## src/rtl/cuenta1_arbiter_pkg.sv

```systemverilog
// cuenta1_arbiter_pkg: shared FSM state encoding and default parameters.
// Latency: n/a (definitions only).
// Backpressure: n/a.
package cuenta1_arbiter_pkg;

  typedef enum logic [2:0] {
    S_IDLE  = 3'd0,
    S_LOAD  = 3'd1,
    S_START = 3'd2,
    S_WAIT  = 3'd3,
    S_DONE  = 3'd4
  } state_t;

  localparam int N_REQ_DEF    = 2;
  localparam int VALOR_W_DEF  = 3;
  localparam int CUENTA_W_DEF = 4;
  localparam int TIMEOUT_DEF  = 15;

endpackage

```

## src/rtl/cuenta1_arbiter_rr_picker.sv

```systemverilog
// rr_picker: combinational round-robin select, first set req at or after ptr (wrapping).
// Latency: 0 cycles (pure combinational).
// Backpressure: none; result is only consumed by the arbiter in IDLE.
// Ports: req (requests), ptr (highest-priority index) -> onehot/idx of winner, any = |req.
module rr_picker #(
  parameter int N_REQ = 2,
  parameter int IDX_W = 1
) (
  input  logic [N_REQ-1:0] req,
  input  logic [IDX_W-1:0] ptr,
  output logic [N_REQ-1:0] onehot,
  output logic [IDX_W-1:0] idx,
  output logic             any
);

  always_comb begin
    int j;
    logic [IDX_W-1:0] jj;
    onehot = '0;
    idx    = '0;
    any    = 1'b0;
    j      = 0;
    jj     = '0;
    // Scan from ptr upward; the first hit wins, so ptr itself has top priority.
    for (int k = 0; k < N_REQ; k++) begin
      j  = (int'(ptr) + k) % N_REQ;
      jj = IDX_W'(j);
      if (!any && req[jj]) begin
        any        = 1'b1;
        idx        = jj;
        onehot[jj] = 1'b1;
      end
    end
  end

endmodule

```

## src/rtl/cuenta1_arbiter.sv

```systemverilog
// cuenta1_arbiter: shares one cuenta1 ones-counter among N_REQ requesters, round-robin.
// Latency: req seen in IDLE -> dp_start +2 cycles; done 1 cycle after fin sampled in WAIT.
// Backpressure: requesters hold req until done; a watchdog aborts a hung datapath (err).
// Ports: clk/reset (async, active-low); req/valor_in from clients; grant/done/cuenta_out/err
//        back to clients; busy status; dp_valor/dp_start to cuenta1, dp_fin/dp_cuenta from it.
module cuenta1_arbiter
  import cuenta1_arbiter_pkg::*;
#(
  parameter int N_REQ    = N_REQ_DEF,
  parameter int VALOR_W  = VALOR_W_DEF,
  parameter int CUENTA_W = CUENTA_W_DEF,
  parameter int TIMEOUT  = TIMEOUT_DEF
) (
  input  logic                       clk,
  input  logic                       reset,
  input  logic [N_REQ-1:0]           req,
  input  logic [N_REQ*VALOR_W-1:0]   valor_in,
  output logic [N_REQ-1:0]           grant,
  output logic [N_REQ-1:0]           done,
  output logic [CUENTA_W-1:0]        cuenta_out,
  output logic                       err,
  output logic                       busy,
  output logic [VALOR_W-1:0]         dp_valor,
  output logic                       dp_start,
  input  logic                       dp_fin,
  input  logic [CUENTA_W-1:0]        dp_cuenta
);

  localparam int IDX_W = (N_REQ > 1) ? $clog2(N_REQ) : 1;
  localparam int WD_W  = $clog2(TIMEOUT + 1);

  state_t             state, state_nxt;
  logic [IDX_W-1:0]   ptr;
  logic [IDX_W-1:0]   win;
  logic [N_REQ-1:0]   win_oh;
  logic [IDX_W-1:0]   pick_idx;
  logic [N_REQ-1:0]   pick_oh;
  logic               pick_any;
  logic [WD_W-1:0]    wd;
  logic               wd_expired;
  logic [CUENTA_W-1:0] res;
  logic               err_flag;
  logic [VALOR_W-1:0] op_sel;

  rr_picker #(
    .N_REQ (N_REQ),
    .IDX_W (IDX_W)
  ) u_rr_picker (
    .req    (req),
    .ptr    (ptr),
    .onehot (pick_oh),
    .idx    (pick_idx),
    .any    (pick_any)
  );

  assign wd_expired = (wd == WD_W'(TIMEOUT));

  // Operand of the latched winner.
  always_comb begin
    op_sel = '0;
    for (int i = 0; i < N_REQ; i++) begin
      if (win == IDX_W'(i)) op_sel = valor_in[i*VALOR_W +: VALOR_W];
    end
  end

  always_ff @(posedge clk or negedge reset) begin
    if (!reset) state <= S_IDLE;
    else        state <= state_nxt;
  end

  always_comb begin
    state_nxt  = state;
    busy       = 1'b1;
    grant      = win_oh;
    done       = '0;
    cuenta_out = '0;
    err        = 1'b0;
    dp_start   = 1'b0;
    case (state)
      S_IDLE: begin
        busy  = 1'b0;
        grant = '0;
        if (pick_any) state_nxt = S_LOAD;
      end
      S_LOAD:  state_nxt = S_START;
      S_START: begin
        dp_start  = 1'b1;
        state_nxt = S_WAIT;   // dp_fin deliberately not looked at: may be stale
      end
      S_WAIT:  if (dp_fin || wd_expired) state_nxt = S_DONE;
      S_DONE: begin
        done       = win_oh;
        cuenta_out = res;
        err        = err_flag;
        state_nxt  = S_IDLE;
      end
      default: begin
        busy      = 1'b0;
        grant     = '0;
        state_nxt = S_IDLE;
      end
    endcase
  end

  always_ff @(posedge clk or negedge reset) begin
    if (!reset) begin
      ptr      <= '0;
      win      <= '0;
      win_oh   <= '0;
      dp_valor <= '0;
      wd       <= '0;
      res      <= '0;
      err_flag <= 1'b0;
    end else begin
      case (state)
        S_IDLE: begin
          if (pick_any) begin
            win    <= pick_idx;
            win_oh <= pick_oh;
          end
        end
        S_LOAD:  dp_valor <= op_sel;
        S_START: begin
          wd       <= WD_W'(1);
          err_flag <= 1'b0;
        end
        S_WAIT: begin
          if (dp_fin) begin
            res <= dp_cuenta;
          end else if (wd_expired) begin
            res      <= '0;
            err_flag <= 1'b1;
          end else begin
            wd <= wd + 1'b1;
          end
        end
        S_DONE:  ptr <= (win == IDX_W'(N_REQ - 1)) ? '0 : win + 1'b1;
        default: ;
      endcase
    end
  end

endmodule
```

## config.mk

```make
export PLATFORM = sky130hd
export DESIGN_NAME = cuenta1_arbiter
export DESIGN_NICKNAME = d
export VERILOG_FILES = /design/src/rtl/cuenta1_arbiter_pkg.sv /design/src/rtl/cuenta1_arbiter_rr_picker.sv /design/src/rtl/cuenta1_arbiter.sv
export SDC_FILE = /design/constraint.sdc
export NUM_CORES = 1
export LEC_CHECK = 0
export CAP_MARGIN = 20
export CORE_MARGIN = 5
export CORE_UTILIZATION = 49
export CTS_CLUSTER_DIAMETER = 60
export DETAILED_ROUTE_END_ITERATION = 8
export PLACE_DENSITY_LB_ADDON = 0.25
export SYNTH_ARGS = -nofsm -noshare
export SYNTH_HDL_FRONTEND = slang
export SYNTH_SLANG_ARGS = --single-unit
```

## constraint.sdc

```tcl
create_clock -name clk -period 3.2 [get_ports clk]
set_input_delay 0.64 -clock clk [delete_from_list [all_inputs] [get_ports clk]]
set_output_delay 0.64 -clock clk [all_outputs]
set_load 0.01 [all_outputs]
```

Word-level counts from Yosys, hierarchy flattened

Cells that the tools add are included.

Add/sub/neg operators: 3
Order comparisons: 4
Equal/unequal tests: 10
Multiplexer cells: 33
Bitwise operators: 1
Reductions and logical operators: 14

Operators by type and width:

| operator              | count |
|---|---|
| $mux W4               | 5 |
| $mux W1               | 16 |
| $pmux W3 S4           | 1 |
| $ne A2 B2 Y1 const B  | 5 |
| $mux W3               | 3 |
| $mux W2               | 4 |
| $pmux W4 S2           | 1 |
| $eq A3 B2 Y1 const B  | 2 |
| $reduce_and A2 Y1     | 3 |
| $reduce_and A3 Y1     | 2 |
| $add A4 B1 Y4 const B | 1 |
| $eq A4 B4 Y1 const B  | 1 |
| $lt A1 B2 Y1 const B  | 2 |
| $reduce_bool A2 Y1    | 2 |
| $reduce_or A4 Y1      | 1 |
| $eq A3 B1 Y1 const B  | 1 |
| $eq A3 B3 Y1 const B  | 1 |
| $logic_and A1 B1 Y1   | 3 |
| $logic_not A3 Y1      | 1 |
| $add A1 B1 Y1 const B | 2 |
| $demux W1 S1          | 2 |
| $ge A1 B1 Y1 const B  | 2 |
| $or A2 B2 Y2          | 1 |
| $pmux W1 S2           | 1 |
| other kinds (2)       | 2 |

Register bits after elaboration: 19
Input bits: 15

Logic depth before layout (Yosys ltp)

Gate-level depths: netlist (run 1).

Depth in word-level cells: 8
Mapped depth: 4

By module

A second synthesis (run 1) with hierarchy kept.

Cell total of the unflattened synthesis: 93
Area total of the unflattened synthesis: 992.2 um^2

By module, submodules not included:

| module          | instances | cells each | area each (um^2) | seq. area each (um^2) |
|---|---|---|---|---|
| cuenta1_arbiter | 1         | 88         | 959.7            | 475.5 |
| rr_picker       | 1         | 5          | 32.5             | 0.0 |

Least setup slack after synthesis (run 1)

No wires, ideal clock.

Path kind: flip-flop to output port
Start point: reg state[1]
End point: out grant[0]
Arrival: 1.112 ns
Data required time: 2.560 ns
Path slack: 1.448 ns
Stages on the path, launching flop included: 5
Path buffers: 1
Cells stage by stage: dfrtp_1 -> buf_2 -> nor2_4 -> xnor2_1 -> and2_1

Cells in the longest elaborated chain, start to end: 3
Elaborated cells between the ends (all ways): 6
Those cells by class: 4 x eq/ne; 1 x mux; 1 x reduce/logical

Ends and longest elaborated chain:

| what                                 | line                  | text |
|---|---|---|
| from (decl)                          | cuenta1_arbiter.sv:32 | `state_t state, state_nxt;` |
| from (signal assigned)               | cuenta1_arbiter.sv:68 | `else state <= state_nxt;` |
| $eq A3 B2 Y1 (tied with other cells) | cuenta1_arbiter.sv:79 | `case (state)` |
| $reduce_or A4 Y1 (no line) (*)       | --                    |  |
| $mux W2 (*)                          | cuenta1_arbiter.sv:79 |  |
| to (decl)                            | cuenta1_arbiter.sv:18 | `output logic [N_REQ-1:0] grant,` |

Mark *: on every way between the ends. The rest lies on a longest branch, timed or not.

Worst setup path after layout (run 1)

Start point: reg state[0]
End point: out grant[0]

The elaborated chain is that of the path after synthesis.

==> results of run 1 <==
## metal layers
metal  vias up  global-route usage  wire, um
met2        29               0.255       925
met3         5              0.0409       146
met1       362               0.210       935
met5         -                   0         0
met4         0              0.0996        53
li1        390                   -         -
## worst reg2reg max path, stage by stage (launching register included)
cell      delay (ns)
dfrtp_1         0.42
ha_1            0.26
a31oi_2         0.18
nand3b_1        0.29
a22o_1          0.23
## area by class of cell
class / instances / area (um^2)
multi-input combinational: 66 / 452
clock inverter: 1 / 5.00
tap: 27 / 33.8
inverter: 4 / 15.0
sequential: 19 / 475
timing repair buffer: 28 / 280
clock buffer: 3 / 22.5
fill: 179 / 638
## final timing paths
check	start	endpoint	slack, ns	depth (start not counted)
worst min register to register	res[1]	res[1]	0.52	1
min in group asynchronous	reset	wd[1]	0.80	1
worst max register to register	wd[0]	res[0]	1.70	4
worst max-delay path	state[0]	grant[0]	0.60	4
worst min-delay path	res[1]	res[1]	0.52	1
max in group asynchronous	reset	res[0]	1.89	1
## flip-flops by register name (all words and copies together), names as in the netlist
| register | flops |
|---|---|
| ptr | 1 |
| state | 3 |
| res | 4 |
| wd | 4 |
| err_flag | 1 |
| win_oh | 2 |
| dp_valor | 3 |
| win | 1 |
## cell families (layout without fill, tap and decap cells)
family / after synthesis / after routing
compound gates: 21 / 21
xor+xnor: 1 / 1
fa+ha+maj: 1 / 1
buf+inv: 9 / 36
flops: 19 / 19
mux: 4 / 4
simple gates: 39 / 39
## report_power, final
group	total [W]	internal, W	leakage [nW]	switching (W)
Clock	0.000122	0.0000467	0.0177	0.0000749
Combinational	0.000479	0.000273	0.320	0.000206
Sequential	0.000467	0.000341	0.231	0.000127
Total	0.00107	0.000661	0.569	0.000407
## metrics by stage
stage               worst slack, ns  hold WS (ns)  total power, W
finish                        0.597         0.516         0.00107
global route                  0.422         0.516         0.00116
floorplan                      1.45         0.344        0.000770
global placement              0.985         0.476        0.000938
CTS                           0.582         0.513         0.00108
detailed placement            0.947         0.478        0.000956
## cells in the mapped netlist, types with 2 or more instances
cell type  number  area, um^2
dfrtp_1        19         475
and3_1          8        50.1
nor2_1          7        26.3
a21oi_1         6        30.0
nand2_1         5        18.8
a22o_1          4        35.0
and2_1          4        25.0
inv_1           4        15.0
mux2i_1         4        40.0
nor3_1          3        15.0
buf_2           2        10.0
nand2b_1        2        12.5
nand4_1         2        12.5
o21a_1          2        15.0
==> results.json, run 1 <==
{
  "max_cap_violations": 0,
  "status": "finished clean",
  "place_inst": 144,
  "async_flop_share": 1.00,
  "clock.fmax_ghz": 0.384,
  "cts_num_sinks": 19,
  "setup_tns_ns": 0,
  "synth.yosys.warnings": 0,
  "drc_errors": 0,
  "dpl_cell_area_um2": 1260,
  "mostFrequentLayoutCells": "clkdlybuf4s50_1 (28), dfrtp_1 (19), and3_1 (8), nor2_1 (7), a21oi_1 (6)",
  "yosysSeqAreaShare": 0.492,
  "syn-num-nets": 110,
  "final_cell_area_um2": 1280,
  "rsz0062_at_grt": "false",
  "grt-ovfl-total": 0,
  "min_period_ns": 2.60,
  "viasPerCell": 5.31,
  "synth_top_family_by_area": "simple AND/OR/NAND/NOR gates",
  "hold_buffers": 0,
  "ant_nets": 0,
  "cts_root_buffer": "clkbuf_4",
  "worst_slew_pin_slew_ns": 0.822,
  "drt-total-wl_um": 2060,
  "slew_headroom": 0.451,
  "p_per_area_nw_per_um2": 832,
  "start_kind": "flip-flop",
  "final_common_cell": "clkdlybuf4s50_1",
  "vias": 786,
  "cts.path.max_buffers": 2,
  "slowest_delay_ns": 0.54,
  "synthMuxAreaShare": 0.0414,
  "grt_max_degree": 20,
  "grt_usage": 0.166,
  "ys_ff_latch": 19,
  "yosysUniqueCellTypes": 36,
  "cp_max_fo": 12,
  "synth.avg_cell_area_um2": 10.3,
  "finalClockSkew_ns": 0.00915,
  "timing.final.crit_share": 0.813,
  "rows": 16,
  "path_class": "flip-flop to output port",
  "post_drt_wl_per_cell_um": 13.9,
  "netlist_area_um2": 967,
  "ir_worst_vdd_v": 0.000494,
  "post_cts_buffers": 0,
  "worst-path-buf-inv": 1,
  "nets": 138,
  "place_congestion": 0.802,
  "crit_chain": "nor2_4, xnor2_1, and2_1, clkdlybuf4s50_1",
  "synth_compound_area_frac": 0.162,
  "fp.dieArea_um2": 2960,
  "clkTransAtPathRegs_ns": 0.11,
  "worst_skew_pair.late_latency_ns": 0.30,
  "crit_arrival_ns": 1.96,
  "fin_util": 0.668,
  "synth_edf_count": 0,
  "setup_viol": 0,
  "diodes": 0,
  "die_height_um": 54.4,
  "hold_viol": 0,
  "critPathTopFamily": "flip-flops",
  "portBuffers": 28,
  "die_x_um": 54.4,
  "cts_tree": "yes",
  "first_pass_iters": 4,
  "first_global_vias": 790,
  "antenna_found_initial": 0,
  "h-tree-depth": 1,
  "p_leak_nw": 0.569,
  "area_growth_pct": 32.7,
  "layout-drive-gt1-share": 0.0661,
  "dr.first_iter.drc_count": 15,
  "synthAdderAreaFrac": 0.0129,
  "synth_xor_area_frac": 0.00906,
  "core_area_um2": 1920,
  "post_cts_resized": 0,
  "cp_slowest_cell": "dfrtp_1",
  "worstSetupEndpointType": "output port",
  "start_util": 0.503,
  "slew_viol_final": 0,
  "hpwl_um": 1570,
  "io_pins": 29,
  "synthFlopType": "dfrtp_1",
  "yosys.area_share.simple": 0.242,
  "numCtsBuffers": 3,
  "synth_cells": 94,
  "layout.cells.non_filler": 148,
  "hp-class": "flip-flop to flip-flop",
  "cp_data_required_time_ns": 2.56,
  "grt_pass1_wl_um": 3420
}
No activity file was read; power rests on OpenSTA's default activity.
==> run 2: changes to the inputs <==
Settings changed: CORE_UTILIZATION 49 to 45.
Clock period 3.2 ns to 2.4 ns, I/O delays scaled along.
==> run 2 against run 1 <==
  * Non-clock buffer count rose by 6
  * Global-route usage fell by 1.6 points
  * Sequential share of layout area fell by 1.2 points
  * Die area rose by 7.2%
  * Power rose by 39%
  * Cell count rose by 4.1%
  * Via count rose by 3.6%
  * Register-to-register slack got worse by 0.84 ns
  * Critical path type unchanged
  * Clock skew fell by 0.0048 ns
  * Largest power group unchanged
  * Design area rose by 3.8%
  * Largest cell class unchanged
==> results.json, run 2 (synthesis gave the netlist of run 1 again) <==
{
  "status": "finished clean",
  "p_leak_nw": 0.604,
  "power_frac_comb": 0.495,
  "numCtsBuffers": 3,
  "reg.largest.list": "res x4, wd x4",
  "antenna_found_initial": 0,
  "grt_usage": 0.150,
  "cts_num_sinks": 19,
  "mostFrequentLayoutCells": "clkdlybuf4s50_1 (27), dfrtp_1 (17), and3_1 (8), nor2_1 (7)",
  "die_height_um": 56.4,
  "h-tree-depth": 1,
  "diodes": 0,
  "start_util": 0.483,
  "clkTransAtPathRegs_ns": 0.11,
  "worstSetupEndpointType": "output port",
  "clkPwrFrac": 0.108,
  "start_kind": "flip-flop",
  "rows": 16,
  "cp_data_required_time_ns": 1.92,
  "setup_tns_ns": 0,
  "hold_buffers": 0,
  "p_sw_frac": 0.374,
  "vias": 814,
  "place_ws_ns": 0.306,
  "setup_viol": 0,
  "post_drt_wl_per_cell_um": 14.1,
  "grt-ovfl-total": 0,
  "viasPerCell": 5.29,
  "max_cap_violations": 0,
  "first_pass_iters": 3,
  "place_congestion": 0.724,
  "reg2reg_slack_ns": 0.86,
  "die_x_um": 56.4,
  "timing.rr.end": "res[2]",
  "slew_viol_final": 0,
  "worst_skew_pair.late_latency_ns": 0.29,
  "cts_tree": "yes",
  "final_common_cell": "clkdlybuf4s50_1",
  "grt_pass1_wl_um": 3810,
  "dr.first_iter.drc_count": 7,
  "slew_headroom": 0.762,
  "drt-total-wl_um": 2170,
  "hp-class": "input pin to async pin",
  "switching_power_w": 0.000557,
  "reg2reg_depth": 4,
  "p_total_w": 0.00149,
  "ir_worst_vdd_v": 0.000845,
  "internal_power_w": 0.000933,
  "min_period_ns": 2.29,
  "seqPwrFrac": 0.398,
  "fp.dieArea_um2": 3180,
  "crit_chain": "nor2_4, xnor2_1, and2_1, clkdlybuf4s50_1",
  "drc_errors": 0,
  "cts_root_buffer": "clkbuf_4",
  "timing.final.crit_share": 0.955,
  "clock.fmax_ghz": 0.436,
  "cp_slowest_cell": "clkdlybuf4s50_1",
  "grt_max_degree": 20,
  "finalClockSkew_ns": 0.00439,
  "hpwl_um": 1600,
  "portBuffers": 28,
  "cts.path.max_buffers": 2,
  "hold_viol": 0,
  "layout-drive-gt1-share": 0.118,
  "r2r_start": "wd[0]",
  "path_class": "flip-flop to output port",
  "worst_slew_pin_slew_ns": 0.356,
  "crit_arrival_ns": 1.81,
  "p_per_area_nw_per_um2": 1120,
  "area_growth_pct": 37.8,
  "nets": 144,
  "core_area_um2": 2000,
  "ant_nets": 0,
  "cp_max_fo": 8,
  "nFillCells": 173,
  "worst_slack_ns": 0.107,
  "io_pins": 29,
  "first_global_vias": 877,
  "slowest_delay_ns": 0.53
}
## run 2: what timing repair did
action	4_1_cts	5_1_grt
endpoints found under the setup margin	2	3
pin swaps	0	1
resized for setup	1	2
endpoints found under the hold margin	0	0
setup buffers	0	4
## run 2: cell type report
type	instances	area, um^2	share of cell area
Inverter	4	15.0	0.0113
Timing Repair Buffer	34	328	0.246
Clock buffer	4	26.3	0.0197
Sequential cell	19	478	0.359
Tap cell	27	33.8	0.0254
Multi-Input combinational cell	66	452	0.339
## run 2: worst max-delay path by stage
stage / startpoint / endpoint / depth (start not counted)
2_1_floorplan: state[1] / grant[0] / 4
3_3_place_gp: state[1] / grant[1] / 4
6_report: state[1] / grant[1] / 4
5_1_grt: state[1] / grant[1] / 4
3_5_place_dp: state[1] / grant[0] / 4
4_1_cts: state[1] / grant[0] / 4
## run 2: power by group through the flow
stage	sequential [W]	combinational [W]	clock (W)
6_report	0.000593	0.000737	0.000161
5_1_grt	0.000620	0.000818	0.000185
4_1_cts	0.000608	0.000691	0.000167
3_5_place_dp	0.000610	0.000685	0
3_3_place_gp	0.000603	0.000664	0
2_1_floorplan	0.000539	0.000487	0
## run 2: metrics by stage
step / util / cells / hold WS [ns] / instance area [um^2]
floorplan: - / 94 / 0.184 / 967
global placement: 0.635 / 146 / 0.478 / 1270
detailed placement: 0.635 / 146 / 0.479 / 1270
CTS: 0.649 / 150 / 0.505 / 1300
global route: 0.666 / 154 / 0.505 / 1330
finish: 0.666 / 154 / 0.501 / 1330
## run 2: worst max-delay path: cells and delay by family (launching register included)
kind	cells	cell delay, ns
buffers and inverters	1	0.53
DFF	1	0.46
and+or+nand+nor	2	0.35
xor gates and xnor gates	1	0.18
## run 2: metal layers
metal / track usage / share of wire / vias up
li1: - / - / 402
met1: 0.177 / 0.44 / 396
met2: 0.262 / 0.51 / 14
met3: 0.0550 / 0.035 / 2
met4: 0.0271 / 0.0092 / 0
met5: 0 / 0 / -
